--- src/rtl/input_debounce2_pkg.sv ---
// Shared encodings and defaults for the two-channel input debouncer.
package input_debounce2_pkg;

  // Per-channel debounce FSM states
  typedef enum logic [1:0] {
    STABLE_LO = 2'd0,
    WAIT_HI   = 2'd1,
    STABLE_HI = 2'd2,
    WAIT_LO   = 2'd3
  } db_state_e;

  // 10 ms at 100 MHz
  localparam int unsigned DEFAULT_STABLE_COUNT = 1000000;

endpackage : input_debounce2_pkg

--- src/rtl/debounce_channel.sv ---
// One debounced channel: 2-flop synchroniser, hold counter and accept FSM.
// clean/rise/fall are registered; rise/fall pulse in the cycle clean changes.
module debounce_channel
  import input_debounce2_pkg::*;
#(
  parameter int unsigned STABLE_COUNT = DEFAULT_STABLE_COUNT
) (
  input  logic clk,
  input  logic reset_n,
  input  logic raw,
  output logic clean,
  output logic rise,
  output logic fall
);

  localparam int unsigned      CNT_W    = $clog2(STABLE_COUNT + 1);
  localparam logic [CNT_W-1:0] CNT_ONE  = CNT_W'(1);
  localparam logic [CNT_W-1:0] CNT_LAST = CNT_W'(STABLE_COUNT - 1);

  // A count of 1 would make WAIT_* states meaningless
  if (STABLE_COUNT < 2) begin : g_bad_stable_count
    $error("debounce_channel: STABLE_COUNT must be >= 2");
  end

  logic             s1;
  logic             s2;
  db_state_e        state_q;
  db_state_e        state_d;
  logic [CNT_W-1:0] cnt_q;
  logic [CNT_W-1:0] cnt_d;
  logic             clean_d;
  logic             rise_d;
  logic             fall_d;

  // Two-stage synchroniser for the asynchronous raw level
  always_ff @(posedge clk or negedge reset_n) begin
    if (!reset_n) begin
      s1 <= 1'b0;
      s2 <= 1'b0;
    end else begin
      s1 <= raw;
      s2 <= s1;
    end
  end

  // Next-state, counter and output decode; counter clears on any reversal
  always_comb begin
    state_d = state_q;
    cnt_d   = '0;
    clean_d = clean;
    rise_d  = 1'b0;
    fall_d  = 1'b0;
    case (state_q)
      STABLE_LO: begin
        if (s2) begin
          state_d = WAIT_HI;
          cnt_d   = CNT_ONE;
        end
      end
      WAIT_HI: begin
        if (!s2) begin
          state_d = STABLE_LO;
        end else if (cnt_q == CNT_LAST) begin
          state_d = STABLE_HI;
          clean_d = 1'b1;
          rise_d  = 1'b1;
        end else begin
          cnt_d = cnt_q + CNT_ONE;
        end
      end
      STABLE_HI: begin
        if (!s2) begin
          state_d = WAIT_LO;
          cnt_d   = CNT_ONE;
        end
      end
      WAIT_LO: begin
        if (s2) begin
          state_d = STABLE_HI;
        end else if (cnt_q == CNT_LAST) begin
          state_d = STABLE_LO;
          clean_d = 1'b0;
          fall_d  = 1'b1;
        end else begin
          cnt_d = cnt_q + CNT_ONE;
        end
      end
      default: begin
        state_d = STABLE_LO;
        clean_d = 1'b0;
      end
    endcase
  end

  // State, counter and output registers
  always_ff @(posedge clk or negedge reset_n) begin
    if (!reset_n) begin
      state_q <= STABLE_LO;
      cnt_q   <= '0;
      clean   <= 1'b0;
      rise    <= 1'b0;
      fall    <= 1'b0;
    end else begin
      state_q <= state_d;
      cnt_q   <= cnt_d;
      clean   <= clean_d;
      rise    <= rise_d;
      fall    <= fall_d;
    end
  end

endmodule : debounce_channel

--- src/rtl/input_debounce2.sv ---
// Two independent debounce channels feeding a 2-input gate: clean[1]=A, clean[0]=B.
module input_debounce2
  import input_debounce2_pkg::*;
#(
  parameter int unsigned STABLE_COUNT = DEFAULT_STABLE_COUNT
) (
  input  logic       clk,
  input  logic       reset_n,
  input  logic [1:0] raw_in,
  output logic [1:0] clean,
  output logic [1:0] rise,
  output logic [1:0] fall
);

  // Channel A (bit 1)
  debounce_channel #(
    .STABLE_COUNT (STABLE_COUNT)
  ) u_chan_a (
    .clk     (clk),
    .reset_n (reset_n),
    .raw     (raw_in[1]),
    .clean   (clean[1]),
    .rise    (rise[1]),
    .fall    (fall[1])
  );

  // Channel B (bit 0)
  debounce_channel #(
    .STABLE_COUNT (STABLE_COUNT)
  ) u_chan_b (
    .clk     (clk),
    .reset_n (reset_n),
    .raw     (raw_in[0]),
    .clean   (clean[0]),
    .rise    (rise[0]),
    .fall    (fall[0])
  );

endmodule : input_debounce2

--- config.mk ---
export PLATFORM = sky130hd
export DESIGN_NAME = input_debounce2
export DESIGN_NICKNAME = d
export VERILOG_FILES = /design/src/rtl/input_debounce2_pkg.sv /design/src/rtl/debounce_channel.sv /design/src/rtl/input_debounce2.sv
export SDC_FILE = /design/constraint.sdc
export NUM_CORES = 1
export LEC_CHECK = 0
export CAP_MARGIN = 0
export CORE_MARGIN = 4
export CORE_UTILIZATION = 40
export DETAILED_ROUTE_END_ITERATION = 10
export PLACE_DENSITY_LB_ADDON = 0.08
export SLEW_MARGIN = 20
export SYNTH_ARGS = -nofsm -noshare
export SYNTH_HDL_FRONTEND = slang
export SYNTH_SLANG_ARGS = --single-unit
--- constraint.sdc ---
create_clock -name clk -period 2.17 [get_ports clk]
set_input_delay 0.217 -clock clk [delete_from_list [all_inputs] [get_ports clk]]
set_output_delay 0.217 -clock clk [all_outputs]
set_load 0.05 [all_outputs]
After elaboration in Yosys (flattened, before gate mapping). Cells that the tools add are included.

$add $sub $neg: 2. Equal/unequal tests: 24. Muxes and demuxes: 46. Reduce and logical (&&, ||, !) cells: 8.

Operators with widths (number): $pmux W20 S4 (2); $mux W20 (6); $add A20 B1 Y20 const B (2); $eq A20 B20 Y1 const B (2); $mux W2 (12); $mux W1 (22); $ne A2 B1 Y1 const B (8); $pmux W2 S4 (2); $reduce_and A5 Y1 (2); $eq A2 B2 Y1 const B (4); $ne A2 B2 Y1 const B (4); $reduce_and A4 Y1 (2); $ne A3 B1 Y1 const B (2); $ne A3 B3 Y1 const B (2); $eq A2 B1 Y1 const B (2); $logic_not A2 Y1 (2); $pmux W1 S2 (2); $reduce_bool A2 Y1 (2).

Flip-flop bits (word level): 54. Input port bits: 4. Output and inout port bits: 6. Logic and storage cells: 94.

Depth between registers and ports, before layout. Gate-level depths: netlist (run 1).

Depth after elaboration: 4. Gate-level depth with buffers: 9. Mapped depth without buffers: 5.

Modules after synthesis. From an unflattened synthesis (run 1), not the netlist that was laid out.

Cells, all modules: 247. Area total of the unflattened synthesis: 2528.7 µm².

Modules (own cells, without submodules): debounce_channel at u_chan_a (instances 1, cells each 123, area an instance 1265.0 µm², seq. area each 675.6 µm²); debounce_channel at u_chan_b (instances 1, cells each 124, area an instance 1263.7 µm², seq. area each 675.6 µm²).

Worst setup path after synthesis (run 1). No wires, ideal clock.

Kind: register to register. Start point: reg u_chan_a.cnt_q[0]. End point: reg u_chan_a.cnt_q[18]. Setup time: 0.078 ns. Arrival: 1.891 ns. Required time: 2.092 ns. Path slack: 0.201 ns. Cell stages (with the launch flop): 7. Cells stage by stage: dfrtp_1 ha_1 nand2_1 or4_1 buf_2 or4_1 a21oi_1.

Longest elaborated chain between the ends: 4.

RTL lines: start: declaration (line debounce_channel.sv:29) `logic [CNT_W-1:0] cnt_q;`; start signal: assignment (line debounce_channel.sv:105) `cnt_q <= cnt_d;`; $add A20 B1 Y20 / $eq A20 B20 Y1 (equally long branches); $mux W20 * (line debounce_channel.sv:63, debounce_channel.sv:80); $mux W20 (on tied branches) (line debounce_channel.sv:78, debounce_channel.sv:61); $pmux W20 S4 * (line debounce_channel.sv:53) `case (state_q)`; named net u_chan_a.cnt_d[18] (line debounce_channel.sv:30) `logic [CNT_W-1:0] cnt_d;`.

Mark *: on every way through the listed nets, which the timed path passes. The rest lies on a longest branch. A chain may end at the register's enable or synchronous reset.

==> metrics.md, run 1 <==
| Metric | Value |
|---|---|
| Global-route wire length before repair | `between 8000 and 9000 um` |
| Worst hold-check path type | `in -> reg` |
| TritonRoute pass-1 iters | `6` |
| Core area | `approximately 6400 um2` |
| Buffers and inverters on the worst path | `0` |
| Post-CTS setup buffer count | `0` |
| Critical path cell sequence | `or4bb_1, nor4_2, and4_1, mux2_2` |
| CTS Buf Count | `5` |
| # clock sinks | `54` |
| Area of the multi-input gates | `between 1000 and 1500 um2` |
| Synth Area per Inst | `~10 um2` |
| Max-slew violation count | `0` |
| Max stage delay on crit path | `~0.54 ns` |
| Hold Violations, Final | `0` |
| Antenna-violating nets left | `0` |
| Type of the worst setup path | `reg -> reg` |
| Vias | `between 1.5k and 2k` |
| Post-Route WL | `~5000 um` |
| H-tree depth | `2` |
| Wire length on met3 | `109 um` |
| Vias/cell | `5.33` |
| Max clock buf depth | `2` |
| Commonest non-fill, non-tap cell in the layout | `dfrtp_1` |
| Critical path's slowest cell | `or4bb_1` |
| Clock tree root driver cell | `clkbuf_8` |
| DRC viols | `0` |
| Status | `finished, final reports clean` |
| Pin count of the biggest net entering global routing | `21` |
| Initial antenna violation count | `0` |
| Post-synthesis sequential area ratio | `just over 50%` |
| Reg area | `around 1400 um2` |
| Ys flop type | `dfrtp_1` |
| Syn Std Cell Area | `2640 um2` |
| Synth unique cells | `between 40 and 50` |
| Fill count | `between 600 and 700` |
| Skew final | `around 0.011 ns` |
| Mapped Nets | `about 270` |
| Die Y | `around 89 um` |
| Count of state elements after synthesis | `between 50 and 60` |
| Gr usage total | `~14%` |
| Design Area, Final | `2930 um2` |
| Setup tns final | `0 ns` |
| Routability cong. | `slightly above 0.7` |
| Final nets | `285` |
| Post-synth EDFFs | `0` |
| Vias in the first global route | `1916` |
| Gr ovfl total | `0` |
| Ant. Diodes | `0` |
| Met2 WL post-DR | `2460 um` |
| Clk_lat worst skew | `0.32 ns` |
| Site Rows | `29` |
| Crit path required time | `around 2.4 ns` |
| Top sig layer | `met4` |
| CP arrival | `roughly 2.2 ns` |
| Reg clk slew, reported paths | `0.10 ns` |
| I/O Pins | `10` |
| Placement Cell Area | `2830 um2` |
| Yosys warns | `0` |
| CTS tree | `built` |
| Avg WL per Cell | `14.2 um` |
| Die W | `about 89 um` |
| Initial core utilization | `between 40% and 50%` |
| Share of layout cells above drive strength 1 | `11.8%` |
| Die area | `a little under 8000 um2` |
| Pwr dens | `~560 nW/um2` |
| Fin crit share | `between 90% and 100%` |
| FF-to-FF setup slack | `about 0.16 ns` |
| Leak pwr | `~0.0011 uW` |
| Crit path capture type | `flop` |
| Syn Inst Count | `approximately 270` |
| Core occupancy in the finished layout | `a little under half` |
| CP startpoint kind | `flop` |
| RSZ-0062 raised after global routing | `false` |
| Synth async-reset ratio | `between 90% and 100%` |
| Port bufs | `9` |
| Delay-heaviest family, CP | `simple AND/OR/NAND/NOR gates` |
| # setup viols final | `0` |
| Slew @ Worst Pin | `0.500 ns` |
| Area delta synth->final | `11.0%` |
| Max FO, Critical Path | `5` |
| Minimum clock period | `approximately 2.0 ns` |
| Max Clk Rate | `0.497 GHz` |
| Max_slew headroom | `between 60% and 70%` |
| Worst vdd ir | `0.323 mV` |
| Max-Cap Viols | `0` |
| Final HPWL DP | `3590 um` |
| Most frequent cells in the layout | `dfrtp_1 (54), nor2_1 (28), nand2_1 (15), xnor2_1 (15), nand3_1 (14)` |
| Met1 Routed Length | `approximately 2400 um` |
| First-iteration detailed-routing DRC count | `24` |
[what timing repair did]
| action | CTS | global route |
|---|---|---|
| hold buffers | 1 | 0 |
| endpoints found under the setup margin | 0 | 1 |
| hold endpoints to repair | 18 | 0 |
| resized for setup | 0 | 1 |
[final timing paths]
check | endpoint | depth (start not counted) | startpoint
max | flop | 4 | u_chan_b.cnt_q[11]$_DFF_PN0_
min | u_chan_b.s1$_DFF_PN0_ | 1 | raw_in[0]
max reg2reg | flop | 4 | u_chan_b.cnt_q[11]$_DFF_PN0_
min reg2reg | u_chan_b.s2$_DFF_PN0_ | 0 | u_chan_b.s1$_DFF_PN0_
max in group asynchronous | u_chan_a.cnt_q[8]$_DFF_PN0_ | 3 | reset_n
min in group asynchronous | u_chan_b.cnt_q[17]$_DFF_PN0_ | 2 | reset_n
[kinds of logic (layout without fill, tap and decap cells)]
logic type	after synthesis	count (layout)	share of synthesized area [%]
adders and majority gates	2	2	0.949
AOI/OAI and AO/OA	40	40	9.63
and+or+nand+nor	118	118	25.0
muxes	1	1	0.427
xor gates and xnor gates	24	24	7.97
DFF	54	54	51.2
buffers and inverters	26	40	4.74
[sequential cells by signal, indices dropped and copies added, names as in the netlist, named ones only]
signal            count
u_chan_a.clean        1
u_chan_a.cnt_q       20
u_chan_a.fall         1
u_chan_a.rise         1
u_chan_a.s1           1
u_chan_a.s2           1
u_chan_a.state_q      1
u_chan_b.clean        1
u_chan_b.cnt_q       20
u_chan_b.fall         1
u_chan_b.rise         1
u_chan_b.s1           1
u_chan_b.s2           1
u_chan_b.state_q      1
[synthesized netlist by cell type, drive strengths merged, types with 2 or more instances]
cell | count | area (um2)
dfrtp | 54 | 1350
nor2 | 28 | 105
nand2 | 15 | 56.3
nand3 | 15 | 87.6
xnor2 | 15 | 131
a21oi | 12 | 60.1
buf | 10 | 65.1
inv | 10 | 37.5
nand4 | 10 | 62.6
o21ai | 10 | 50.1
nor3 | 9 | 45.0
xor2 | 9 | 78.8
or4 | 8 | 61.3
nor4 | 7 | 56.3
and3 | 6 | 37.5
clkbuf | 6 | 22.5
or3 | 6 | 38.8
o31ai | 5 | 37.5
and4 | 3 | 26.3
a21boi | 2 | 15.0
a21o | 2 | 15.0
and2 | 2 | 12.5
ha | 2 | 25.0
nor2b | 2 | 12.5
o21ba | 2 | 20.0
or4bb | 2 | 22.5
[cell type report]
cell class,instances,area share [%]
repair buffers,23,6.58
clock buffers,5,2.35
clock inverters,2,0.513
well taps,77,3.29
flip-flops and latches,54,46.2
multi-input cells,185,39.8
inverters,10,1.28
[per-layer routing]
metal	global-route usage, %	up-vias
met5	0	-
met4	6.09	0
met3	2.76	8
met2	24.2	13
met1	18.0	915
li1	-	962
[power by group]
group          switching [uW]  internal (uW)  leakage, uW
clock                     335            221    0.0000362
sequential               10.2           1020     0.000736
combinational            43.6           25.1     0.000376
total                     389           1260      0.00115
[metrics by stage]
| step | power, uW | hold WS [ns] | cells | setup WS [ns] |
|---|---|---|---|---|
| final | 1650 | 0.327 | 356 | 0.158 |
| after global routing | 1730 | 0.325 | 356 | 0.0000624 |
| after CTS | 1690 | 0.315 | 356 | 0.109 |
| after detailed placement | 1120 | 0.201 | 348 | 0.121 |
| after global placement | 1120 | 0.198 | 348 | 0.168 |
| after floorplan | 1070 | -0.0786 | 265 | 0.201 |
[worst reg2reg max path: stages, from the launching register on]
cell	delay, ns
dfrtp_1	0.43
or4bb_1	0.54
nor4_2	0.29
and4_1	0.30
mux2_2	0.35
(Power assumes the default switching activity.)
==> run 2, diff against run 1 <==
SYNTH_HIERARCHICAL = 1   (was not set)
==> run 2 against run 1 <==
- critical path depth rose by 1
- global-route usage fell by 0.46 points
- non-clock buffer count fell by 6
- highest routed layer unchanged
==> metrics.md, run 2 <==
| Metric | Value |
|---|---|
| Synth cell count leaders | `dfrtp_1 (54), nor2_1 (35), xnor2_1 (19)` |
| Pwr dens | `610 nW/um2 (+8.1%)` |
| CP arrival | `2.17 ns (-0.05 ns)` |
| Synth Area per Inst | `10.2 um2 (+2.9%)` |
| Area of the multi-input gates | `1110 um2 (-4.9%)` |
| Leak pwr | `0.00113 uW (-1.2%)` |
| Worst Slack Setup Final | `0.197 ns (+0.0384 ns)` |
| CTS tree | `built` |
| Crit path required time | `2.37 ns (about the same)` |
| CTS Buf Count | `5 (unchanged)` |
| First-iteration detailed-routing DRC count | `81 (+240%)` |
| Clock share of power | `37.7% (+4.0 points)` |
| Site Rows | `28 (-3.4%)` |
| Commonest non-fill, non-tap cell in the layout | `dfrtp_1` |
| Status | `finished, final reports clean` |
| Yosys top cell by area | `dfrtp_1` |
| Synth async-reset ratio | `100% (unchanged)` |
| Antenna-violating nets left | `0 (unchanged)` |
| Ys flop type | `dfrtp_1` |
| Max-slew violation count | `0 (unchanged)` |
| Top flop regs | `u_chan_a/cnt_q x20, u_chan_b/cnt_q x20` |
| Max_slew headroom | `62.0% (-4.4 points)` |
| Gr ovfl total | `0 (unchanged)` |
| H-tree depth | `2 (unchanged)` |
| Initial antenna violation count | `0 (unchanged)` |
| Clk_lat worst skew | `0.30 ns (-0.02 ns)` |
| Worst vdd ir | `0.336 mV (+4.3%)` |
| I/O Pins | `10 (unchanged)` |
| Reg area | `1350 um2 (unchanged)` |
| Global-route wire length before repair | `8490 um (-3.4%)` |
| Critical path cell sequence | `ha_1, nand2_1, or4_4, or2_1, a211o_1` |
| DRC viols | `0 (unchanged)` |
| Initial core utilization | `42.0% (+0.66 points)` |
| Die W | `87.5 um (-1.9%)` |
| Vias/cell | `5.26 (-1.3%)` |
| Yosys warns | `6 (+6)` |
| Crit path capture type | `flop` |
| Internal power | `1390 uW (+9.8%)` |
| Vias | `1799 (-5.2%)` |
| Vias in the first global route | `1802 (-5.9%)` |
| Synth top area cells | `dfrtp_1 (53%), xnor2_1 (6.6%), nor2_1 (5.2%), xor2_1 (3.5%), nand3_1 (2.8%)` |
| Fill count | `578 (-5.1%)` |
| Max stage delay on crit path | `0.55 ns (about the same)` |
| Post-synth EDFFs | `0 (unchanged)` |
| Setup tns final | `0 ns (unchanged)` |
| Core area | `6030 um2 (-5.6%)` |
| Max FO, Critical Path | `4 (-1)` |
| Type of the worst setup path | `reg -> reg` |
| Routability cong. | `0.745 (+2.7%)` |
| Hold Violations, Final | `0 (unchanged)` |
| Max-Cap Viols | `0 (unchanged)` |
| Port bufs | `9 (unchanged)` |
| RSZ-0062 raised after global routing | `false` |
| CP startpoint kind | `flop` |
| Gr usage total | `13.9% (-0.46 points)` |
| Count of state elements after synthesis | `54 (unchanged)` |
| Reg clk slew, reported paths | `0.10 ns (about the same)` |
| Combinational share of power | `3.8% (-0.4 points)` |
| Fin crit share | `90.9% (-1.8 points)` |
| Max clock buf depth | `2 (unchanged)` |
| Core occupancy in the finished layout | `47.7% (+1.9 points)` |
| Die area | `7660 um2 (-3.8%)` |
| Switch Pwr | `368 uW (-5.3%)` |
| Minimum clock period | `1.97 ns (-0.0384 ns)` |
| Post-Route WL | `4700 um (-6.8%)` |
| # setup viols final | `0 (unchanged)` |
| Count leader, synth | `dfrtp_1` |
| Share of layout cells above drive strength 1 | `8.24% (-3.6 points)` |
| Clock tree root driver cell | `clkbuf_8` |
| Post-CTS setup buffer count | `0 (unchanged)` |
| Slew @ Worst Pin | `0.571 ns (+0.0711 ns)` |
| Avg WL per Cell | `13.7 um (-3.0%)` |
| Area delta synth->final | `13.8%` |
| Synth unique cells | `33 (-25%)` |
| Syn Inst Count | `247 (-6.8%)` |
| Skew final | `0.00736 ns (-0.00374 ns)` |
| Most frequent cells in the layout | `dfrtp_1 (54), nor2_1 (35), xnor2_1 (19)` |
| # clock sinks | `54 (unchanged)` |
| Final nets | `272 (-4.6%)` |
| Die Y | `87.5 um (-1.9%)` |
| Post-synthesis sequential area ratio | `53.4% (+2.2 points)` |
| Pin count of the biggest net entering global routing | `31 (+48%)` |
| Final HPWL DP | `3320 um (-7.7%)` |
| TritonRoute pass-1 iters | `5 (-1)` |
| Max Clk Rate | `0.507 GHz (+1.9%)` |
| Worst hold-check path type | `in -> reg` |
| Synth top area share | `53.4% (+2.2 points)` |
| Net Sw Frac | `21.0% (-2.6 points)` |
| Syn Std Cell Area | `2530 um2 (-4.1%)` |
| Flop pwr share | `58.5% (-3.7 points)` |
| Ant. Diodes | `0 (unchanged)` |
| Place WS | `0.214 ns (+0.0935 ns)` |
| Mapped Nets | `253 (-6.6%)` |
| Final Power | `1760 uW (+6.3%)` |
| Critical path's slowest cell | `or4_4` |
[run 2: cell count changes after synthesis, sizes merged, moves of 3 or more]
cell    previous run  this run
and3               6         1
buf               10         5
clkbuf             6         0
nand2             15        10
nor2              28        35
nor3               9         6
nor4               7        10
nor4b              0         3
xnor2             15        19
[run 2: through the flow]
step | instance area (um2) | hold slack (ns) | cells
after detailed placement | 2760 | 0.248 | 333
final | 2880 | 0.342 | 342
after global placement | 2760 | 0.251 | 333
after global routing | 2880 | 0.332 | 342
after floorplan | 2530 | -0.0786 | 247
after CTS | 2880 | 0.335 | 342
[run 2: final timing paths]
path,startpoint,endpoint,slack (ns),cells after the start
max,u_chan_a/cnt_q[0]$_DFF_PN0_,u_chan_a/clean$_DFFE_PN0P_,0.20,5
min,raw_in[0],u_chan_b/s1$_DFF_PN0_,0.34,1
max reg2reg,u_chan_a/cnt_q[0]$_DFF_PN0_,u_chan_a/clean$_DFFE_PN0P_,0.20,5
min reg2reg,u_chan_a/s1$_DFF_PN0_,u_chan_a/s2$_DFF_PN0_,0.36,0
max in group asynchronous,reset_n,u_chan_a/cnt_q[11]$_DFF_PN0_,1.18,3
min in group asynchronous,reset_n,u_chan_a/state_q[0]$_DFFE_PN0P_,0.44,2
[run 2: layer usage]
layer | global-route usage (%) | routed length (um) | up-vias | part of all wire (%)
met1 | 21.2 | 2550 | 873 | 54
met4 | 4.18 | 29 | 0 | 0.62
met5 | 0 | 0 | - | 0
met2 | 19.7 | 2010 | 17 | 43
met3 | 3.12 | 115 | 2 | 2.4
li1 | - | - | 907 | -
[run 2: worst max-delay path, delay by kind of cell (launching register included)]
family / cells / cell delay, ns
flip-flops: 1 / 0.40
AO/OA/AOI/OAI: 1 / 0.29
AND/OR/NAND/NOR: 3 / 0.93
adder cells (fa/ha/maj): 1 / 0.24
[run 2: cell type report]
type / instances / share of cell area, %
repair buffers: 17 / 6.00
inverters: 12 / 1.57
flip-flops and latches: 54 / 47.0
clock buffers: 7 / 2.65
well taps: 75 / 3.26
clock inverters: 1 / 1.04
multi-input cells: 176 / 38.5
[run 2: cells by family after synthesis]
kind of cell,synth area share [%]
AOI/OAI and AO/OA,8.07
xor gates and xnor gates,10.0
adders and majority gates,0.989
buffers and inverters,2.77
DFF,53.4
and+or+nand+nor,24.7
[run 2: what timing repair did]
item / in CTS / in global routing
hold endpoints to repair: 24 / 0
gates resized for setup: 0 / 0
endpoints found under the setup margin: 0 / 0
hold buffers: 1 / 0
[run 2: power groups by stage]
stage / logic, uW / clock network (uW) / registers, uW
global placement: 70.3 / 0 / 1050
global route: 79.0 / 731 / 1030
CTS: 70.9 / 687 / 1030
floorplan: 28.4 / 0 / 1040
finish: 67.5 / 661 / 1030
detailed placement: 69.6 / 0 / 1050
